## src/rtl/serial_subtractor_pkg.sv

```systemverilog
// Shared types and helpers for the bit-serial subtractor: controller states
// and the width rule for the bit counter.
package serial_subtractor_pkg;

    typedef enum logic [1:0] {
        IDLE  = 2'd0,
        ARMED = 2'd1,
        SHIFT = 2'd2
    } state_e;

    localparam int SUB_WIDTH_DEFAULT = 23;

    // The counter must be able to hold WIDTH itself, hence the +1.
    function automatic int cnt_width(input int w);
        return $clog2(w + 1);
    endfunction

    localparam int CNT_W = cnt_width(SUB_WIDTH_DEFAULT);

endpackage

```

## src/rtl/serial_subtractor_if.sv

```systemverilog
// Load/result bundle of the serial subtractor. The slave side is the
// subtractor; the master side loads operands and consumes results.
interface serial_subtractor_if #(
    parameter int WIDTH = serial_subtractor_pkg::SUB_WIDTH_DEFAULT
);
    logic             la;
    logic             lb;
    logic             si;
    logic [WIDTH-1:0] A;
    logic [WIDTH-1:0] B;
    logic [WIDTH-1:0] out;
    logic             borrow;
    logic             done;
    logic             busy;
    logic             sdo;
    logic             sdo_valid;

    modport master (
        output la, lb, si, A, B,
        input  out, borrow, done, busy, sdo, sdo_valid
    );

    modport slave (
        input  la, lb, si, A, B,
        output out, borrow, done, busy, sdo, sdo_valid
    );
endinterface

```

## src/rtl/serial_subtractor_full_subtractor_bit.sv

```systemverilog
// One-bit full subtractor: {bout, d} = a - b - bin.
module full_subtractor_bit (
    input  logic a,
    input  logic b,
    input  logic bin,
    output logic d,
    output logic bout
);
    assign d    = a ^ b ^ bin;
    // A borrow leaves this bit when a is 0 and b is 1, or when a equals b
    // and a borrow arrives from below.
    assign bout = (~a & b) | (~(a ^ b) & bin);
endmodule

```

## src/rtl/serial_subtractor.sv

```systemverilog
// Bit-serial LSB-first unsigned subtractor: out = A - B mod 2^WIDTH, one bit
// per clock, with each difference bit also streamed on sdo.
module serial_subtractor
    import serial_subtractor_pkg::*;
#(
    parameter int WIDTH = SUB_WIDTH_DEFAULT
) (
    input  logic                clk,
    input  logic                rst,
    serial_subtractor_if.slave  bus
);
    localparam int CW = cnt_width(WIDTH);
    localparam logic [CW-1:0] LAST_CNT = CW'(WIDTH - 1);

    state_e           state_q, state_d;
    logic [WIDTH-1:0] a1_q, a1_d;
    logic [WIDTH-1:0] b1_q, b1_d;
    logic [WIDTH-1:0] out_q, out_d;
    logic [CW-1:0]    count_q, count_d;
    logic             bflop_q, bflop_d;
    logic             borrow_q, borrow_d;
    logic             done_q, done_d;
    logic             sdo_q, sdo_d;
    logic             sdo_valid_q, sdo_valid_d;

    logic             diff_bit;
    logic             borrow_out;

    full_subtractor_bit u_fsub (
        .a    (a1_q[0]),
        .b    (b1_q[0]),
        .bin  (bflop_q),
        .d    (diff_bit),
        .bout (borrow_out)
    );

    always_ff @(posedge clk) begin
        if (rst) begin
            state_q     <= IDLE;
            a1_q        <= '0;
            b1_q        <= '0;
            out_q       <= '0;
            count_q     <= '0;
            bflop_q     <= 1'b0;
            borrow_q    <= 1'b0;
            done_q      <= 1'b0;
            sdo_q       <= 1'b0;
            sdo_valid_q <= 1'b0;
        end else begin
            state_q     <= state_d;
            a1_q        <= a1_d;
            b1_q        <= b1_d;
            out_q       <= out_d;
            count_q     <= count_d;
            bflop_q     <= bflop_d;
            borrow_q    <= borrow_d;
            done_q      <= done_d;
            sdo_q       <= sdo_d;
            sdo_valid_q <= sdo_valid_d;
        end
    end

    always_comb begin
        state_d     = state_q;
        a1_d        = a1_q;
        b1_d        = b1_q;
        out_d       = out_q;
        count_d     = count_q;
        bflop_d     = bflop_q;
        borrow_d    = borrow_q;
        done_d      = 1'b0;
        sdo_d       = sdo_q;
        sdo_valid_d = 1'b0;

        // A load wins in every state, so it also aborts a run in progress.
        if (bus.la || bus.lb) begin
            if (bus.la) a1_d = bus.A;
            if (bus.lb) b1_d = bus.B;
            count_d = '0;
            bflop_d = 1'b0;
            state_d = ARMED;
        end else begin
            case (state_q)
                ARMED, SHIFT: begin
                    // Difference bits fill A1 from the top, so after WIDTH steps A1 holds the result.
                    a1_d        = {diff_bit, a1_q[WIDTH-1:1]};
                    b1_d        = {bus.si, b1_q[WIDTH-1:1]};
                    bflop_d     = borrow_out;
                    sdo_d       = diff_bit;
                    sdo_valid_d = 1'b1;
                    count_d     = count_q + CW'(1);
                    state_d     = SHIFT;
                    if (count_q == LAST_CNT) begin
                        out_d    = {diff_bit, a1_q[WIDTH-1:1]};
                        borrow_d = borrow_out;
                        done_d   = 1'b1;
                        state_d  = IDLE;
                    end
                end
                default: ;
            endcase
        end
    end

    assign bus.out       = out_q;
    assign bus.borrow    = borrow_q;
    assign bus.done      = done_q;
    assign bus.busy      = (state_q != IDLE);
    assign bus.sdo       = sdo_q;
    assign bus.sdo_valid = sdo_valid_q;

endmodule

```

## src/flat_wrapper.sv

```systemverilog
// flat-port wrapper written by rule: the top's interface ports become plain ports
module serial_subtractor_flat import serial_subtractor_pkg::*;
#(
    parameter int WIDTH = SUB_WIDTH_DEFAULT
)
  (clk, rst, bus_la, bus_lb, bus_si, bus_A, bus_B, bus_out, bus_borrow, bus_done, bus_busy, bus_sdo, bus_sdo_valid);
  serial_subtractor_if #(.WIDTH(WIDTH)) bus_i ();
  input  logic clk;
  input  logic rst;
  input wire logic [$bits(bus_i.la)-1:0] bus_la;
  input wire logic [$bits(bus_i.lb)-1:0] bus_lb;
  input wire logic [$bits(bus_i.si)-1:0] bus_si;
  input wire logic [$bits(bus_i.A)-1:0] bus_A;
  input wire logic [$bits(bus_i.B)-1:0] bus_B;
  output wire logic [$bits(bus_i.out)-1:0] bus_out;
  output wire logic [$bits(bus_i.borrow)-1:0] bus_borrow;
  output wire logic [$bits(bus_i.done)-1:0] bus_done;
  output wire logic [$bits(bus_i.busy)-1:0] bus_busy;
  output wire logic [$bits(bus_i.sdo)-1:0] bus_sdo;
  output wire logic [$bits(bus_i.sdo_valid)-1:0] bus_sdo_valid;
  assign bus_i.la = bus_la;
  assign bus_i.lb = bus_lb;
  assign bus_i.si = bus_si;
  assign bus_i.A = bus_A;
  assign bus_i.B = bus_B;
  assign bus_out = bus_i.out;
  assign bus_borrow = bus_i.borrow;
  assign bus_done = bus_i.done;
  assign bus_busy = bus_i.busy;
  assign bus_sdo = bus_i.sdo;
  assign bus_sdo_valid = bus_i.sdo_valid;
  serial_subtractor #(.WIDTH(WIDTH)) u_core (.clk(clk), .rst(rst), .bus(bus_i));
endmodule
```

## config.mk

```make
export PLATFORM = sky130hd
export DESIGN_NAME = serial_subtractor_flat
export DESIGN_NICKNAME = d
export VERILOG_FILES = /design/src/rtl/serial_subtractor_pkg.sv /design/src/rtl/serial_subtractor_if.sv /design/src/rtl/serial_subtractor_full_subtractor_bit.sv /design/src/rtl/serial_subtractor.sv /design/src/flat_wrapper.sv
export SDC_FILE = /design/constraint.sdc
export NUM_CORES = 1
export LEC_CHECK = 0
export CORE_ASPECT_RATIO = 2
export CORE_MARGIN = 2
export CORE_UTILIZATION = 50
export CTS_CLUSTER_SIZE = 12
export DETAILED_ROUTE_END_ITERATION = 7
export PLACE_DENSITY = 0.85
export SYNTH_ARGS = -nofsm -noshare
export SYNTH_HDL_FRONTEND = slang
export SYNTH_SLANG_ARGS = --single-unit
```

## constraint.sdc

```tcl
create_clock -name clk -period 3.15 [get_ports clk]
set_clock_uncertainty 0.2 [all_clocks]
set_input_delay 0.315 -clock clk [delete_from_list [all_inputs] [get_ports clk]]
set_output_delay 0.315 -clock clk [all_outputs]
set_load 0.02 [all_outputs]
```

# Yosys cells after proc, flatten, opt, wreduce, memory -nomap -nowiden

Cells that the tools add are included.

Word-level logic and storage cells: 47
Flip-flop bits (word level): 81
Bits of input ports: 51

Muxes and demuxes: 11
Add/subtract/negate cells: 1
Equality and inequality tests: 5
Bitwise gates (word level): 9
Reduce and logical (&&, ||, !) cells: 10

Operators by type and width:

| operator              | number |
|---|---|
| $mux W23              | 6 |
| $reduce_and A2 Y1     | 3 |
| $add A5 B1 Y5 const B | 1 |
| $eq A5 B5 Y1 const B  | 1 |
| $mux W1               | 4 |
| $ne A2 B2 Y1 const B  | 2 |
| $not A1 Y1            | 4 |
| $reduce_bool A2 Y1    | 2 |
| $reduce_or A2 Y1      | 2 |
| $reduce_and A3 Y1     | 1 |
| $reduce_or A3 Y1      | 1 |
| $and A1 B1 Y1         | 2 |
| $eq A2 B1 Y1 const B  | 1 |
| $eq A2 B2 Y1 const B  | 1 |
| $mux W2               | 1 |
| $xor A1 B1 Y1         | 2 |
| $logic_or A1 B1 Y1    | 1 |
| $or A1 B1 Y1          | 1 |

# Longest topological paths before layout

Gate-level depths: netlist of run 1.

Depth in word-level cells: 4
Mapped depth: 8
Depth with buffers taken out: 5

# Modules after synthesis

From an unflattened synthesis of run 1, not the netlist that was laid out.

Cell total of the unflattened synthesis: 428
Area total of the unflattened synthesis: 3606.0 um^2

By module, submodules not included:

| module              | cells each | sequential area each (um^2) | instances | area an instance (um^2) |
|---|---|---|---|---|
| serial_subtractor   | 424        | 1621.6                      | 1         | 3574.7 |
| full_subtractor_bit | 4          | 0.0                         | 1         | 31.3 |

# Least setup slack after synthesis of run 1

No wires, ideal clock.

Path type: register -> register
Start point: register u_core.state_q[0]
End point: register u_core.a1_q[21]
Path slack: 1.299 ns
Cell stages (with the launch flop): 9
Arrival: 1.577 ns
Path through: dfxtp_1 > inv_1 > ha_1 > nor2b_1 > clkbuf_1 > or2_2 > clkbuf_1 > buf_2 > a31oi_1

Longest elaborated chain between the ends: 4

RTL lines:

| what                                                | RTL line                | text |
|---|---|---|
| start, declared                                     | serial_subtractor.sv:15 | `state_e state_q, state_d;` |
| start signal, assigned                              | serial_subtractor.sv:50 | `state_q <= state_d;` |
| $eq A2 B1 Y1 / $eq A2 B2 Y1 (equally long branches) | serial_subtractor.sv:83 | `case (state_q)` |
| $reduce_or A2 Y1 *                                  | serial_subtractor.sv:83 |  |
| $reduce_bool A2 Y1 (no line) *                      | -                       |  |
| $reduce_and A2 Y1 (no line) *                       | -                       |  |
| end signal, assigned                                | serial_subtractor.sv:40 | `a1_q <= '0;` |
| end signal, assigned                                | serial_subtractor.sv:51 | `a1_q <= a1_d;` |
| end, declared                                       | serial_subtractor.sv:16 | `logic [WIDTH-1:0] a1_q, a1_d;` |

Every way passes the cells marked *; elsewhere a longest branch is shown, timed or not.
A chain may end at the register's enable or synchronous reset.

# Worst setup path in the final report of run 1

Start point: register u_core.state_q[0]
End point: register u_core.a1_q[17]

The elaborated chain is that of the path after synthesis.

==> results of run 1 <==
synthesized netlist by cell type (2+ instances only):
library cell / instances
buf_6: 2
nor2_1: 11
nand4_1: 2
mux2i_1: 23
xor2_1: 3
or2_2: 2
clkbuf_1: 28
inv_1: 8
a31oi_1: 46
dfxtp_1: 81
o31ai_1: 46
a211oi_1: 3
nor2b_1: 3
nand2_1: 141
a21oi_1: 2
ha_1: 3
buf_2: 11
metrics by stage:
stage	cells	hold slack, ps
2_1_floorplan	425	184
3_3_place_gp	559	242
3_5_place_dp	559	249
4_1_cts	575	259
5_1_grt	575	274
6_report	575	257
sequential cells by signal (all words and copies together) (netlist names):
| signal | flops |
|---|---|
| u_core.bus.borrow | 1 |
| u_core.bus.sdo | 1 |
| u_core.bflop_q | 1 |
| u_core.bus.out | 23 |
| u_core.a1_q | 23 |
| u_core.b1_q | 23 |
| u_core.bus.sdo_valid | 1 |
| u_core.bus.done | 1 |
| u_core.count_q | 5 |
| u_core.state_q | 2 |
worst max-delay path by stage:
stage | start | endpoint | cells past startpoint | slack [ps]
floorplan | u_core.state_q[0]$_SDFFE_PP0P_ | u_core.a1_q[21]$_SDFFE_PP0P_ | 8 | 1300
global placement | bus_lb | u_core.a1_q[8]$_SDFFE_PP0P_ | 4 | 540
detailed placement | bus_lb | u_core.a1_q[0]$_SDFFE_PP0P_ | 4 | 490
CTS | u_core.state_q[0]$_SDFFE_PP0P_ | u_core.a1_q[17]$_SDFFE_PP0P_ | 5 | 660
global route | u_core.state_q[0]$_SDFFE_PP0P_ | u_core.a1_q[7]$_SDFFE_PP0P_ | 5 | 470
finish | u_core.state_q[0]$_SDFFE_PP0P_ | u_core.a1_q[17]$_SDFFE_PP0P_ | 5 | 640
metal layers:
metal / wire [um] / GRT usage [%]
met5: 0 / 0
met1: 3720 / 29.2
met4: 196 / 9.86
met2: 3970 / 35.5
met3: 354 / 6.05
worst min-delay path, stage by stage, from the launching register on:
cell	delay (ps)
dfxtp_1	310
nand2_1	50
mux2i_1	50
where the power goes:
group          total (mW)  switching (mW)  leakage (nW)  internal (mW)
clock network        1.14           0.407         0.162          0.734
registers            1.12          0.0385         0.665           1.08
logic               0.281           0.149         0.892          0.132
logic make-up (layout without fill, tap and decap cells):
group	count (synthesis)	after routing	synth area share (%)
buffers and inverters	50	110	6.19
DFF	81	81	46.4
xor gates and xnor gates	4	4	1.00
muxes	24	24	6.91
and+or+nand+nor	164	164	18.7
adders and majority gates	4	4	1.65
AOI/OAI and AO/OA	98	98	19.2
cell usage in the layout, fill, tap and decap left out, types with 3 or more instances in the layout:
cell type and instances:
nand2_1 141, buf_4 6, xor2_1 3, a211oi_1 3
nor2_1 10, o31ai_1 46, or2_2 3, clkbuf_16 9
mux2i_1 23, a31oi_1 46, ha_1 3, dfxtp_1 81
inv_1 7, clkdlybuf4s50_1 78
cell type report:
class                           count  area, um^2  share of cell area [%]
Clock inverter                      5        77.6                    1.68
Sequential cell                    81        1620                    35.0
Inverter                            8        30.0                   0.649
Clock buffer                       11         253                    5.46
Multi-Input combinational cell    294        1670                    36.1
Timing Repair Buffer               86         866                    18.7
Tap cell                           90         113                    2.43
==> metrics.csv, run 1 <==
stage,metric,value,unit
worst_hold_path,hold_class,reg2reg,
timing,min_period,2510,ps
setup_path,reg2reg_from,u_core.state_q[0]$_SDFFE_PP0P_,
route,ant_nets,0,
setup_path,cp-start-kind,flop,
yosys,synth-edff-count,0,
global_route,antenna_found_initial,0,
yosys,yosysTopAreaCellShare,46.4,%
run_status,status,"finished, final reports clean",
timing,maxSlewHeadroom,36.7,%
floorplan,initial_utilization,51.2,%
setup_path,cp_slowest_cell,nor2b_2,
place,gp_congestion,0.764,
yosys,syn_nets,480,
setup_path,cp.arrival,2500,ps
global_route,grt_overflow,0,
global_route,grt_max_degree,58,
setup_path,rrSetupSlack,640,ps
setup_path,end_kind,flop,
clocking,numCtsBuffers,9,
place,dpl_cell_area,4300,um^2
power,leakagePower,1.72,nW
yosys,synth_area,3500,um^2
clocking,cts_root_buf,clkbuf_16,
route,wirelength,8240,um
setup_path,crit_buf_inv,1,
yosys,ys_ff_latch,81,
yosys,ys.flop_type,dfxtp_1,
floorplan,num_rows,43,
clocking,clock_latency,340,ps
yosys,async_flop_share,0,%
floorplan,dieArea,7720,um^2
clocking,htree_levels,3,
place,dpl.hpwl,5270,um
finish,nNetsFinal,535,
power,finalPower,2.54,mW
power,power.density,549,nW/um^2
floorplan,core_area,6830,um^2
yosys,ys_top_cells_by_area,"dfxtp_1 46%, nand2_1 15%, o31ai_1 9.9%, a31oi_1 8.2%, mux2i_1 6.6%",
worst_hold_path,holdCritStartpoint,u_core.bus.out[7]$_SDFFE_PP0P_,
floorplan,die_h,122,um
floorplan,io_pins,79,
power,irDropWorstVdd,0.404,mV
global_route,track_usage,22.6,%
setup_path,critical-path-top-delay-family,simple AND/OR/NAND/NOR gates,
worst_hold_path,hold_end,u_core.bus.out[7]$_SDFFE_PP0P_,
finish,finalInstanceArea,4630,um^2
timing,setup_ws,640,ps
clocking,clkSlewWorstSetupHoldPaths,60,ps
route,drt_first_pass_iters,4,
clocking,post_cts_resized,0,
route,drc_errors,0,
setup_path,path_class,reg2reg,
finish,fin_util,67.8,%
route,vias,3214,
timing,finalMaxSlewViolations,0,
clocking,post_cts_buffers,0,
floorplan,die_x,63.1,um
timing,worst_slew_pin_slew,945,ps
timing,setup_viol,0,
clocking,cts_tree,built,
finish,antennaDiodeCount,0,
finish,area_growth,32.4,%
yosys,syn_inst,425,
timing,hold_viol_final,0,
place,dp_slack,494,ps
timing,setup_tns,0,ps
timing,finalCritPeriodShare,79.7,%
clocking,cts.sinks,81,
setup_path,rr_endpoint,u_core.a1_q[17]$_SDFFE_PP0P_,
timing,timing.fmax,0.398,GHz
global_route,grt_pass1_vias,2964,
timing,rsz0062_at_grt,false,
route,drtIter0Drc,201,
finish,drive_gt1_share,6.39,%
yosys,yosysTopAreaCell,dfxtp_1,
yosys,synth.distinct_cells,27,
setup_path,cp.required,3140,ps
yosys,yosys_warnings,0,
setup_path,r2r_cells,5,
setup_path,critPathMaxStageDelay,780,ps
run,cap_violations,0,
yosys,synth.yosys.seq_area_share,46.4,%
worst_hold_path,holdPathStages,2,
global_route,grt_pass1_wl,13900,um
place,portBuffers,78,
route,vias_per_cell,5.59,
yosys,avgSynthCellArea,8.23,um^2
setup_path,crit_fanout,24,
clocking,ctsHoldBuffers,0,
setup_path,path_cells,inv_1 > ha_1 > nor2b_2 > or2_2 > a31oi_1,
finish,fillers,554,
route,avgRoutedWirePerCell,14.3,um
clocking,clock_path_buffers,2,
Power figures use the tool's default switching activity.
==> inputs of run 2 (changes only) <==
==> constraint.sdc (replaced) <==
create_clock -name clk -period 2.45 [get_ports clk]
set_clock_uncertainty 0.2 [all_clocks]
set_input_delay 0.245 -clock clk [delete_from_list [all_inputs] [get_ports clk]]
set_output_delay 0.245 -clock clk [all_outputs]
set_load 0.02 [all_outputs]
==> run 2 against run 1 <==
Sequential power is 29% higher; flip-flop and latch count is the same; cell count grew 0.35%; worst hold slack got worse by 1.9 ps; register-to-register slack got worse by 250 ps; core utilization fell by 0.57 points; critical path depth up 1; fmax rose by 22%; cell area shrank 0.84%; non-clock buffer count rose by 2; first-iteration DRC count shrank 0.50%; clock-buffer cell count fell by 1; largest cell class unchanged.
==> metrics.csv, run 2 (synthesis results as in run 1) <==
stage,metric,value,unit,change
worst_hold_path,hold_end,u_core.bus.out[16]$_SDFFE_PP0P_,,
global_route,grt_max_degree,49,,-16%
finish,fin_util,67.2,%,-0.57 points
timing,setup_viol,0,,unchanged
setup_path,path_class,reg2reg,,
timing,hold_viol_final,0,,unchanged
place,gp_congestion,0.783,,+2.4%
clocking,clock_path_buffers,2,,unchanged
worst_hold_path,holdPathStages,2,,unchanged
route,ant_nets,0,,unchanged
global_route,grt_pass1_vias,2899,,-2.2%
setup_path,r2r_cells,6,,+1
timing,maxSlewHeadroom,68.6,%,+32 points
timing,finalMaxSlewViolations,0,,unchanged
clocking,clock_latency,330,ps,about the same
finish,antennaDiodeCount,0,,unchanged
setup_path,crit_buf_inv,2,,+1
timing,finalCritPeriodShare,83.9,%,+4.2 points
route,wirelength,7940,um,-3.6%
setup_path,cp.required,2500,ps,-640 ps
finish,area_growth,31.3,%,
setup_path,rrSetupSlack,390,ps,-250 ps
route,avgRoutedWirePerCell,13.8,um,-4.0%
global_route,grt_overflow,0,,unchanged
floorplan,io_pins,79,,unchanged
setup_path,critical-path-top-delay-family,adder cells,,
clocking,numCtsBuffers,9,,unchanged
setup_path,cp_slowest_cell,ha_1,,
setup_path,reg2reg_from,u_core.state_q[0]$_SDFFE_PP0P_,,
timing,min_period,2060,ps,-454 ps
route,vias,3171,,-1.3%
clocking,htree_levels,3,,unchanged
route,vias_per_cell,5.50,,-1.7%
power,finalPower,2.98,mW,+17%
power,power.density,649,nW/um^2,+18%
clocking,ctsHoldBuffers,0,,unchanged
setup_path,path_cells,inv_1 > ha_1 > nand2_1 > nor3_4 > buf_12 > mux2i_1,,
worst_hold_path,hold_class,reg2reg,,
setup_path,end_kind,flop,,
clocking,cts_tree,built,,
global_route,grt_pass1_wl,13200,um,-5.0%
timing,timing.fmax,0.486,GHz,+22%
clocking,cts_root_buf,clkbuf_16,,
floorplan,dieArea,7720,um^2,unchanged
route,drt_first_pass_iters,4,,unchanged
floorplan,num_rows,43,,unchanged
power,leakagePower,1.70,nW,-1.1%
worst_hold_path,holdCritStartpoint,u_core.bus.out[16]$_SDFFE_PP0P_,,
clocking,post_cts_buffers,0,,unchanged
place,dpl.cell_count,561,,+0.36%
setup_path,cp-start-kind,flop,,
route,drtIter0Drc,200,,-0.50%
floorplan,die_x,63.1,um,unchanged
setup_path,critPathMaxStageDelay,520,ps,-260 ps
finish,final_cell_mix,"141 x nand2_1, 81 x dfxtp_1, 78 x clkdlybuf4s50_1",,
timing,setup_tns,0,ps,unchanged
finish,drive_gt1_share,6.57,%,+0.18 points
setup_path,crit_fanout,23,,-4.2%
floorplan,die_h,122,um,unchanged
setup_path,cp.arrival,2110,ps,-390 ps
floorplan,initial_utilization,51.2,%,unchanged
timing,hold_slack,255,ps,-1.89 ps
global_route,antenna_found_initial,0,,unchanged
timing,worst_slew_pin_slew,471,ps,-474 ps
clocking,clkSlewWorstSetupHoldPaths,60,ps,about the same
run,cap_violations,0,,unchanged
clocking,cts.sinks,81,,unchanged
run_status,status,"finished, final reports clean",,
finish,final_cells,577,,+0.35%
power,irDropWorstVdd,0.463,mV,+15%
clocking,post_cts_resized,0,,unchanged
finish,final_common_cell,nand2_1,,
floorplan,core_area,6830,um^2,unchanged
global_route,track_usage,21.2,%,-1.5 points
place,dpl.hpwl,5330,um,+1.2%
route,drc_errors,0,,unchanged
place,portBuffers,78,,unchanged
finish,nNetsFinal,537,,+0.37%
timing,rsz0062_at_grt,false,,
setup_path,rr_endpoint,u_core.bus.out[9]$_SDFFE_PP0P_,,
run 2: cell types whose count changed in the layout (fill, tap and decap cells not counted):
cell        previous run  this run
buf_4                  6         7
clkbuf_8               2         0
clkinv_2               2         4
clkbuf_1               0         1
bufinv_16              2         0
buf_12                 2         3
clkinvlp_4             1         2
run 2: worst register-to-register path: stages (launching register included):
cell and delay, ps:
dfxtp_1 330, inv_1 50, ha_1 520, nand2_1 200, nor3_4 220, buf_12 230, mux2i_1 240
run 2: area by class of cell:
cell class,count,area (um^2)
fill,559,2240
multi-input combinational,294,1670
sequential,81,1620
timing repair buffer,88,893
clock buffer,10,229
tap,90,113
clock inverter,6,35.0
inverter,8,30.0
run 2: report_power, final:
group	switching [mW]	internal [mW]
Clock	0.500	0.678
Combinational	0.190	0.171
Sequential	0.0488	1.39
run 2: how the worst max path moves through the flow:
stage,from,endpoint,depth (start not counted)
3_5_place_dp,bus_la,u_core.b1_q[14]$_SDFFE_PP0P_,5
4_1_cts,u_core.state_q[0]$_SDFFE_PP0P_,u_core.bus.out[9]$_SDFFE_PP0P_,6
3_3_place_gp,bus_lb,u_core.a1_q[0]$_SDFFE_PP0P_,5
5_1_grt,u_core.state_q[0]$_SDFFE_PP0P_,u_core.bus.out[7]$_SDFFE_PP0P_,6
2_1_floorplan,u_core.state_q[0]$_SDFFE_PP0P_,u_core.a1_q[21]$_SDFFE_PP0P_,8
6_report,u_core.state_q[0]$_SDFFE_PP0P_,u_core.bus.out[9]$_SDFFE_PP0P_,6
run 2: per-stage QoR:
stage / setup WS (ps) / instance area [um^2]
after floorplan: 599 / 3500
after global placement: 382 / 4330
after detailed placement: 341 / 4330
after CTS: 363 / 4590
after global routing: 194 / 4590
final: 394 / 4590
run 2: layer usage:
layer / routed length (um) / share of wire (%) / GRT usage (%) / vias to the layer above
met4: 159 / 2.0 / 9.17 / 0
met2: 3890 / 49 / 34.8 / 100
met1: 3520 / 44 / 27.3 / 1476
met3: 368 / 4.6 / 3.57 / 15
li1: - / - / - / 1580
met5: 0 / 0 / 0 / -
==> inputs of run 3 (changes only) <==
==> constraint.sdc (replaced) <==
create_clock -name clk -period 2.05 [get_ports clk]
set_clock_uncertainty 0.2 [all_clocks]
set_input_delay 0.205 -clock clk [delete_from_list [all_inputs] [get_ports clk]]
set_output_delay 0.205 -clock clk [all_outputs]
set_load 0.02 [all_outputs]
==> run 3 against run 2 <==
Sequential power up 19%; critical path depth shrank 2; core utilization is 1.5 points higher; largest power group unchanged; critical path type is now reg2out; cell count increased by 0.69%; first-iteration DRC count fell by 4.0%; flip-flop and latch count stayed put; die area stayed put; via count grew 1.7%; largest cell class unchanged.
==> metrics.csv, run 3 (synthesis results as in run 1) <==
stage,metric,value,unit,change
power,power.density,822,nW/um^2,+27%
finish,final_cell_mix,"141 x nand2_1, 81 x dfxtp_1, 78 x clkdlybuf4s50_1",,
place,portBuffers,78,,unchanged
route,wirelength,8530,um,+7.4%
timing,timing.fmax,0.503,GHz,
clocking,clkSlewWorstSetupHoldPaths,60,ps,about the same
timing,hold_viol_final,0,,unchanged
finish,drive_gt1_share,7.33,%,+0.76 points
worst_hold_path,holdPathStages,3,,+1
route,drc_errors,0,,unchanged
place,dpl.hpwl,5540,um,+3.8%
floorplan,die_h,122,um,unchanged
floorplan,core_area,6830,um^2,unchanged
finish,final_common_cell,nand2_1,,
timing,maxSlewHeadroom,68.7,%,+0.13 points
floorplan,dieArea,7720,um^2,unchanged
worst_hold_path,holdCritStartpoint,bus_B[6],,
global_route,grt_pass1_wl,14200,um,+7.7%
clocking,post_cts_buffers,0,,unchanged
setup_path,path_class,reg2out,,
global_route,track_usage,23.5,%,+2.3 points
finish,final_cells,581,,+0.69%
power,irDropWorstVdd,0.544,mV,+17%
clocking,cts.sinks,81,,unchanged
route,vias_per_cell,5.55,,+1.0%
clocking,clock_latency,340,ps,about the same
clocking,cts_root_buf,clkbuf_16,,
setup_path,cp.arrival,1580,ps,-530 ps
timing,rsz0062_at_grt,false,,
timing,worst_slew_pin_slew,469,ps,-2.00 ps
place,gp_congestion,0.807,,+3.2%
run_status,status,"finished, final reports clean",,
finish,finalInstanceArea,4690,um^2,+2.2%
power,leakagePower,1.75,nW,+3.0%
route,vias,3226,,+1.7%
setup_path,cp.required,1640,ps,-860 ps
clocking,clock_path_buffers,2,,unchanged
clocking,post_cts_resized,0,,unchanged
floorplan,io_pins,79,,unchanged
clocking,ctsHoldBuffers,0,,unchanged
clocking,numCtsBuffers,9,,unchanged
global_route,antenna_found_initial,0,,unchanged
finish,fillers,530,,-5.2%
finish,area_growth,34.2,%,
route,avgRoutedWirePerCell,14.7,um,+6.7%
global_route,grt_overflow,0,,unchanged
clocking,cts_tree,built,,
setup_path,crit_fanout,2,,-91%
setup_path,r2r_cells,5,,-1
clocking,htree_levels,3,,unchanged
global_route,grt_max_degree,49,,unchanged
run,cap_violations,0,,unchanged
route,drtIter0Drc,192,,-4.0%
setup_path,startpoint,u_core.state_q[0]$_SDFFE_PP0P_,,
floorplan,num_rows,43,,unchanged
finish,antennaDiodeCount,0,,unchanged
route,ant_nets,0,,unchanged
timing,setup_viol,0,,unchanged
setup_path,end_kind,output port,,
place,dpl.cell_count,565,,+0.71%
worst_hold_path,hold_class,in2reg,,
timing,setup_tns,0,ps,unchanged
floorplan,initial_utilization,51.2,%,unchanged
setup_path,cp-start-kind,flop,,
timing,min_period,1990,ps,
place,dpl_cell_area,4380,um^2,+1.3%
global_route,grt_pass1_vias,2995,,+3.3%
setup_path,reg2reg_from,u_core.state_q[0]$_SDFFE_PP0P_,,
route,drt_first_pass_iters,5,,+1
finish,nNetsFinal,541,,+0.74%
floorplan,die_x,63.1,um,unchanged
timing,finalCritPeriodShare,97.0,%,
timing,finalMaxSlewViolations,0,,unchanged
==> run 3: report_power, final <==
part           switching, mW  internal (mW)  total [mW]
sequential            0.0582           1.66        1.72
clock                  0.624           1.06        1.68
combinational          0.237          0.216       0.454
==> run 3: worst paths after layout <==
path                                     endpoint  slack (ps)
hold / removal        u_core.b1_q[6]$_SDFFE_PP0P_         230
setup / recovery                         bus_busy          60
hold reg to reg   u_core.bus.out[18]$_SDFFE_PP0P_         250
setup reg to reg     u_core.a1_q[19]$_SDFFE_PP0P_         110
==> run 3: critical path, cell delays in order (launching register included) <==
cell and delay, ps:
dfxtp_1 340, inv_1 50, ha_1 200, inv_1 70, clkdlybuf4s50_1 600
==> run 3: per-layer routing <==
layer / track usage (%) / part of all wire (%)
met5: 0 / 0
met4: 9.31 / 1.7
met3: 6.42 / 4.6
met2: 39.1 / 50
met1: 28.5 / 43
==> run 3: metrics by stage <==
step | power, mW | hold slack [ps] | utilization [%] | setup WS (ps)
finish | 3.86 | 231 | 68.7 | 61.0
global route | 4.00 | 237 | 68.7 | 11.6
CTS | 3.88 | 220 | 68.7 | 45.0
detailed placement | 2.20 | 246 | 64.1 | 33.5
global placement | 2.18 | 242 | 64.1 | 110
floorplan | 2.00 | 74.1 | - | 199
==> run 3: final cells by class <==
type                            instances  area (um^2)  area share [%]
Multi-Input combinational cell        294         1670            35.6
Sequential cell                        81         1620            34.6
Inverter                                8         30.0           0.640
Clock buffer                           10          229            4.88
Clock inverter                          6         82.6            1.76
Timing Repair Buffer                   92          948            20.2
Tap cell                               90          113            2.40
